===== config.mk =====
export PLATFORM = sky130hd
export DESIGN_NAME = hazard_unit
export DESIGN_NICKNAME = d
export VERILOG_FILES = /design/src/rtl/hazard_pkg.sv /design/src/rtl/hazard_slot_pipe.sv /design/src/rtl/hazard_unit.sv
export SDC_FILE = /design/constraint.sdc
export NUM_CORES = 1
export LEC_CHECK = 0
export ABC_AREA = 1
export BUFFER_PORTS_ARGS = -buffer_cell sky130_fd_sc_hd__buf_2
export CORE_UTILIZATION = 50
export DETAILED_ROUTE_END_ITERATION = 6
export PLACE_DENSITY = 0.74
export SYNTH_ARGS = -nofsm -noshare
export SYNTH_HDL_FRONTEND = slang
export SYNTH_HIERARCHICAL = 1
export SYNTH_SLANG_ARGS = --single-unit

===== constraint.sdc =====
create_clock -name clk -period 2.18 [get_ports clk]
set_input_delay 0 -clock clk [delete_from_list [all_inputs] [get_ports clk]]
set_output_delay 0 -clock clk [all_outputs]
set_load 0.1 [all_outputs]

===== src/rtl/hazard_pkg.sv =====
// Shared encodings for the pipeline hazard unit: forward selects, FSM states
// and the default register-address width.
package hazard_pkg;

    localparam int REG_AW_DEFAULT = 3;

    localparam logic [1:0] FWD_REGFILE = 2'b00;
    localparam logic [1:0] FWD_IMM     = 2'b01;
    localparam logic [1:0] FWD_EXMEM   = 2'b10;
    localparam logic [1:0] FWD_MEMWB   = 2'b11;

    typedef enum logic [1:0] {
        RUN        = 2'd0,
        LOAD_STALL = 2'd1,
        FLUSH      = 2'd2
    } hazard_state_t;

endpackage


===== src/rtl/hazard_slot_pipe.sv =====
// Shadow EX/MEM/WB slot shift register. The tail (valid/dest/reg_write) walks all
// three stages; the head holds operand-side fields that only the EX stage needs.
module hazard_slot_pipe
    import hazard_pkg::*;
#(
    parameter int HEAD_W = 8,
    parameter int TAIL_W = 5
) (
    input  logic              clk,
    input  logic              reset,
    input  logic              bubble,
    input  logic [HEAD_W-1:0] in_head,
    input  logic [TAIL_W-1:0] in_tail,
    output logic [HEAD_W-1:0] ex_head,
    output logic [TAIL_W-1:0] ex_tail,
    output logic [TAIL_W-1:0] mem_tail,
    output logic [TAIL_W-1:0] wb_tail
);

    // Bit 0 of the tail is the valid flag; an empty slot is stored as all zeros
    // so a bubble can never match anything downstream.
    logic              drop;
    logic [HEAD_W-1:0] head_reg;
    logic [TAIL_W-1:0] feed  [3];
    logic [TAIL_W-1:0] stage [3];

    assign drop    = bubble || !in_tail[0];
    assign feed[0] = drop ? '0 : in_tail;

    always_ff @(posedge clk) begin
        if (!reset || drop) begin
            head_reg <= '0;
        end else begin
            head_reg <= in_head;
        end
    end

    generate
        for (genvar gi = 0; gi < 3; gi++) begin : g_slot
            logic [TAIL_W-1:0] slot_reg;

            always_ff @(posedge clk) begin
                if (!reset) begin
                    slot_reg <= '0;
                end else begin
                    slot_reg <= feed[gi];
                end
            end

            assign stage[gi] = slot_reg;

            if (gi < 2) begin : g_link
                assign feed[gi+1] = slot_reg;
            end
        end
    endgenerate

    assign ex_head  = head_reg;
    assign ex_tail  = stage[0];
    assign mem_tail = stage[1];
    assign wb_tail  = stage[2];

endmodule


===== src/rtl/hazard_unit.sv =====
// Pipeline hazard unit: load-use stall, taken-branch flush, EX operand forwarding
// and saturating stall/flush event counters.
module hazard_unit
    import hazard_pkg::*;
#(
    parameter int REG_AW = REG_AW_DEFAULT,
    parameter int CNT_W  = 16
) (
    input  logic              clk,
    input  logic              reset,
    input  logic              id_valid,
    input  logic [REG_AW-1:0] id_src_a,
    input  logic [REG_AW-1:0] id_src_b,
    input  logic              id_use_a,
    input  logic              id_use_b,
    input  logic [REG_AW-1:0] id_dest,
    input  logic              id_reg_write,
    input  logic              id_mem_read,
    input  logic              id_alu_b_imm,
    input  logic              ex_branch_taken,
    output logic              pc_write,
    output logic              if_id_write,
    output logic              if_id_flush,
    output logic              id_ex_bubble,
    output logic [1:0]        forward_A,
    output logic [1:0]        forward_B,
    output logic [CNT_W-1:0]  stall_count,
    output logic [CNT_W-1:0]  flush_count
);

    typedef struct packed {
        logic [REG_AW-1:0] dest;
        logic              reg_write;
        logic              valid;
    } tail_t;

    typedef struct packed {
        logic              alu_b_imm;
        logic              use_b;
        logic              use_a;
        logic [REG_AW-1:0] src_b;
        logic [REG_AW-1:0] src_a;
        logic              mem_read;
    } head_t;

    localparam int HEAD_W = $bits(head_t);
    localparam int TAIL_W = $bits(tail_t);

    head_t id_head, ex_head;
    tail_t id_tail, ex_tail, mem_tail, wb_tail;

    hazard_state_t    state_reg, state_next;
    logic [CNT_W-1:0] stall_count_reg, flush_count_reg;
    logic             load_use;
    logic             stall_event, flush_event;

    assign id_tail = {id_dest, id_reg_write, id_valid};
    assign id_head = {id_alu_b_imm, id_use_b, id_use_a, id_src_b, id_src_a, id_mem_read};

    hazard_slot_pipe #(
        .HEAD_W (HEAD_W),
        .TAIL_W (TAIL_W)
    ) u_slot_pipe (
        .clk      (clk),
        .reset    (reset),
        .bubble   (id_ex_bubble),
        .in_head  (id_head),
        .in_tail  (id_tail),
        .ex_head  (ex_head),
        .ex_tail  (ex_tail),
        .mem_tail (mem_tail),
        .wb_tail  (wb_tail)
    );

    // A slot "produces" r when it will really write r; register 0 is hardwired.
    function automatic logic produces(input tail_t s, input logic [REG_AW-1:0] r);
        return s.valid && s.reg_write && (s.dest != '0) && (s.dest == r);
    endfunction

    assign load_use = id_valid && ex_head.mem_read &&
                      ((id_use_a && produces(ex_tail, id_src_a)) ||
                       (id_use_b && produces(ex_tail, id_src_b)));

    // The cycle after a stall always has a bubble in EX, so LOAD_STALL never re-enters
    // itself; a branch always overrides the stall.
    always_comb begin
        state_next   = RUN;
        pc_write     = 1'b1;
        if_id_write  = 1'b1;
        if_id_flush  = 1'b0;
        id_ex_bubble = 1'b0;
        stall_event  = 1'b0;
        flush_event  = 1'b0;
        if (reset) begin
            if (ex_branch_taken) begin
                state_next   = FLUSH;
                if_id_flush  = 1'b1;
                id_ex_bubble = 1'b1;
                flush_event  = 1'b1;
            end else if (load_use && (state_reg != LOAD_STALL)) begin
                state_next   = LOAD_STALL;
                pc_write     = 1'b0;
                if_id_write  = 1'b0;
                id_ex_bubble = 1'b1;
                stall_event  = 1'b1;
            end
        end
    end

    always_comb begin
        forward_A = FWD_REGFILE;
        forward_B = FWD_REGFILE;
        if (reset) begin
            if (ex_head.use_a && produces(mem_tail, ex_head.src_a)) begin
                forward_A = FWD_EXMEM;
            end else if (ex_head.use_a && produces(wb_tail, ex_head.src_a)) begin
                forward_A = FWD_MEMWB;
            end

            if (ex_head.alu_b_imm) begin
                forward_B = FWD_IMM;
            end else if (ex_head.use_b && produces(mem_tail, ex_head.src_b)) begin
                forward_B = FWD_EXMEM;
            end else if (ex_head.use_b && produces(wb_tail, ex_head.src_b)) begin
                forward_B = FWD_MEMWB;
            end
        end
    end

    always_ff @(posedge clk) begin
        if (!reset) begin
            state_reg       <= RUN;
            stall_count_reg <= '0;
            flush_count_reg <= '0;
        end else begin
            state_reg <= state_next;
            if (stall_event && (stall_count_reg != '1)) begin
                stall_count_reg <= stall_count_reg + CNT_W'(1);
            end
            if (flush_event && (flush_count_reg != '1)) begin
                flush_count_reg <= flush_count_reg + CNT_W'(1);
            end
        end
    end

    assign stall_count = stall_count_reg;
    assign flush_count = flush_count_reg;

endmodule


==> reports/metrics.cfg <==
[routing]
via_per_inst=4.76
finalWirelength_um=6350
wire_per_inst_um=10.8
drc=0
dr.pass1.iters=4
antenna_left=0
vias=2796
first_iter_violations=132

[setup_path]
required_ns=2.18
end_kind=output port
reg2reg_depth=9
startpoint_type=flip-flop
crit_fanout=4
path_class=reg -> out
arrival_ns=1.91

[power_and_ir_drop]
seqPwrFrac=0.472
p_sw_mw=0.553
combPwrFrac=0.080
cellLeakagePower_nw=1.81
ir_worst_vdd_uv=475
power.share.clock=0.448
power.density_nw_per_um2=651
internal_power_mw=1.80
switching_share=0.235

[clock_tree]
cts_buffers=9
cts-root-buf=clkbuf_8
cts.reportedPaths.clkPinSlew_ns=0.07
clock_path_buffers=2
tritoncts=done
ctsHtreeMaxLevel=3
cts_sinks=59
insertion_delay_ns=0.33

[yosys]
synth_top_area_share=0.403
synthesis.area_um2=2930
synth_cells=435
ys_ff_latch=59
ys_seq_area_frac=0.403
synthesis.nets=455
yosys.area.top_type=dfxtp_1
synth_cell_types=35
syn_area_per_cell_um2=6.74
synth_top_cells_by_area=dfxtp_1 40%, nand2_1 13%, inv_1 9.6%
yosysWarnings=6

[placed_design]
port_buffers=57
place_congestion=0.867
postPlaceCellArea_um2=3260
dpl.hpwl_um=4430

[layout]
diodes=0
area_growth_pct=23.2
drive_gt1_frac=0.194
fin_area_um2=3620
finalNetCount=530

[sta]
tightestPinTransition_ns=0.498
layout_min_cycle_time_ns=1.91
final.setup.tns_ns=0
timing.final.crit_share=0.876
slew_headroom=0.670
rsz0062_at_grt=false
fmax_mhz=524
whs_ns=0.0974
slew_violations=0
fin_worst_skew_ns=0.00792
hold_violations=0
setup_violations=0

[grt]
grt_antenna_before_repair=0
overflow=0
grt_pass1_wl_um=10900
first_global_vias=2582
track_usage=0.225
grt_max_degree=22

[floorplanning]
die_y_um=78.6
die_x_um=78.6
pin_count=58
initial_core_util=0.526
dieArea_um2=6180
coreArea_um2=5570
num_rows=27

[outcome]
outcome=finished clean

[min_path]
hold_depth=3
min_path_type=in -> reg

[run]
maxCapViolations=0

==> power by group through the flow <==
stage / clock network (mW) / logic, mW / registers (mW)
6_report: 1.06 / 0.189 / 1.11
5_1_grt: 1.13 / 0.208 / 1.11
4_1_cts: 1.09 / 0.188 / 1.11
3_5_place_dp: 0 / 0.167 / 1.14
3_3_place_gp: 0 / 0.163 / 1.13
2_1_floorplan: 0 / 0.104 / 1.15
==> final cells by class <==
type | count | area, um2
Sequential cell | 59 | 1190
Clock inverter | 5 | 77.6
Timing Repair Buffer | 74 | 450
Fill cell | 524 | 1960
Inverter | 77 | 289
Tap cell | 72 | 90.1
Clock buffer | 11 | 131
Multi-Input combinational cell | 289 | 1390
==> placed cells by master (no fill, tap or decap), drive strengths merged, types with 10 or more instances in the layout <==
cell type / count
a21oi: 29
clkbuf: 11
dlygate4sd3: 15
inv: 77
nor3: 10
nor2: 75
nand3: 27
nand4: 10
buf: 59
nand2: 108
dfxtp: 59
==> final timing paths <==
check	from	endpoint	slack (ns)
worst max-delay path	u_slot_pipe/mem_tail[2]	forward_A[1]	0.27
worst max register to register	flush_count[0]	flush_count[9]	0.45
worst min register to register	u_slot_pipe/mem_tail[1]	u_slot_pipe/wb_tail[1]	0.44
worst min-delay path	reset	flush_count[13]	0.1
==> worst max-delay path, stage by stage, from the launching register on <==
cell and delay (ns):
dfxtp_1 0.34, inv_1 0.09, nor2_1 0.04, nor4_1 0.35
nand4_1 0.17, o21ai_1 0.15, buf_2 0.44
==> layer usage <==
layer  global-route usage  wire length [um]  up-vias
li1                     -                 -     1487
met2                0.384              2950       62
met4               0.0926                90        0
met3               0.0535               257        8
met5                    0                 0        -
met1                0.268              3060     1239
==> through the flow <==
step,setup WS [ns],power (mW),std cells,utilization
2_1_floorplan,0.0173,1.26,435,-
4_1_cts,0.256,2.38,587,0.649
5_1_grt,0.127,2.45,587,0.649
3_5_place_dp,0.445,1.30,556,0.584
3_3_place_gp,0.521,1.30,556,0.584
6_report,0.271,2.36,587,0.649
==> what timing repair did <==
| item | in CTS | in global routing |
|---|---|---|
| endpoints found under the hold margin | 15 | 0 |
| hold buffers | 15 | 0 |
| setup buffers | 0 | 0 |
| resized for setup | 0 | 0 |
==> Yosys cell counts (all sizes together) <==
cell / n
nor3b: 1
clkbuf: 1
and3: 2
o31ai: 1
o21ai: 7
o211ai: 2
nor2b: 1
nand3: 27
nor2: 75
inv: 77
buf: 9
dfxtp: 59
nor3: 10
o22ai: 1
nor4: 1
a21oi: 29
ha: 2
nand3b: 2
nand4: 10
nand2: 108
xor2: 4
xnor2: 6
==> kinds of logic (layout without fill, tap and decap cells) <==
kind of cell | count (synthesis) | in the layout | synth area share
adders and majority gates | 2 | 2 | 0.00853
xor gates and xnor gates | 10 | 10 | 0.0298
buffers and inverters | 87 | 167 | 0.124
DFF | 59 | 59 | 0.403
and+or+nand+nor | 237 | 237 | 0.364
AOI/OAI and AO/OA | 40 | 40 | 0.0712
(Power assumes the default switching activity.)
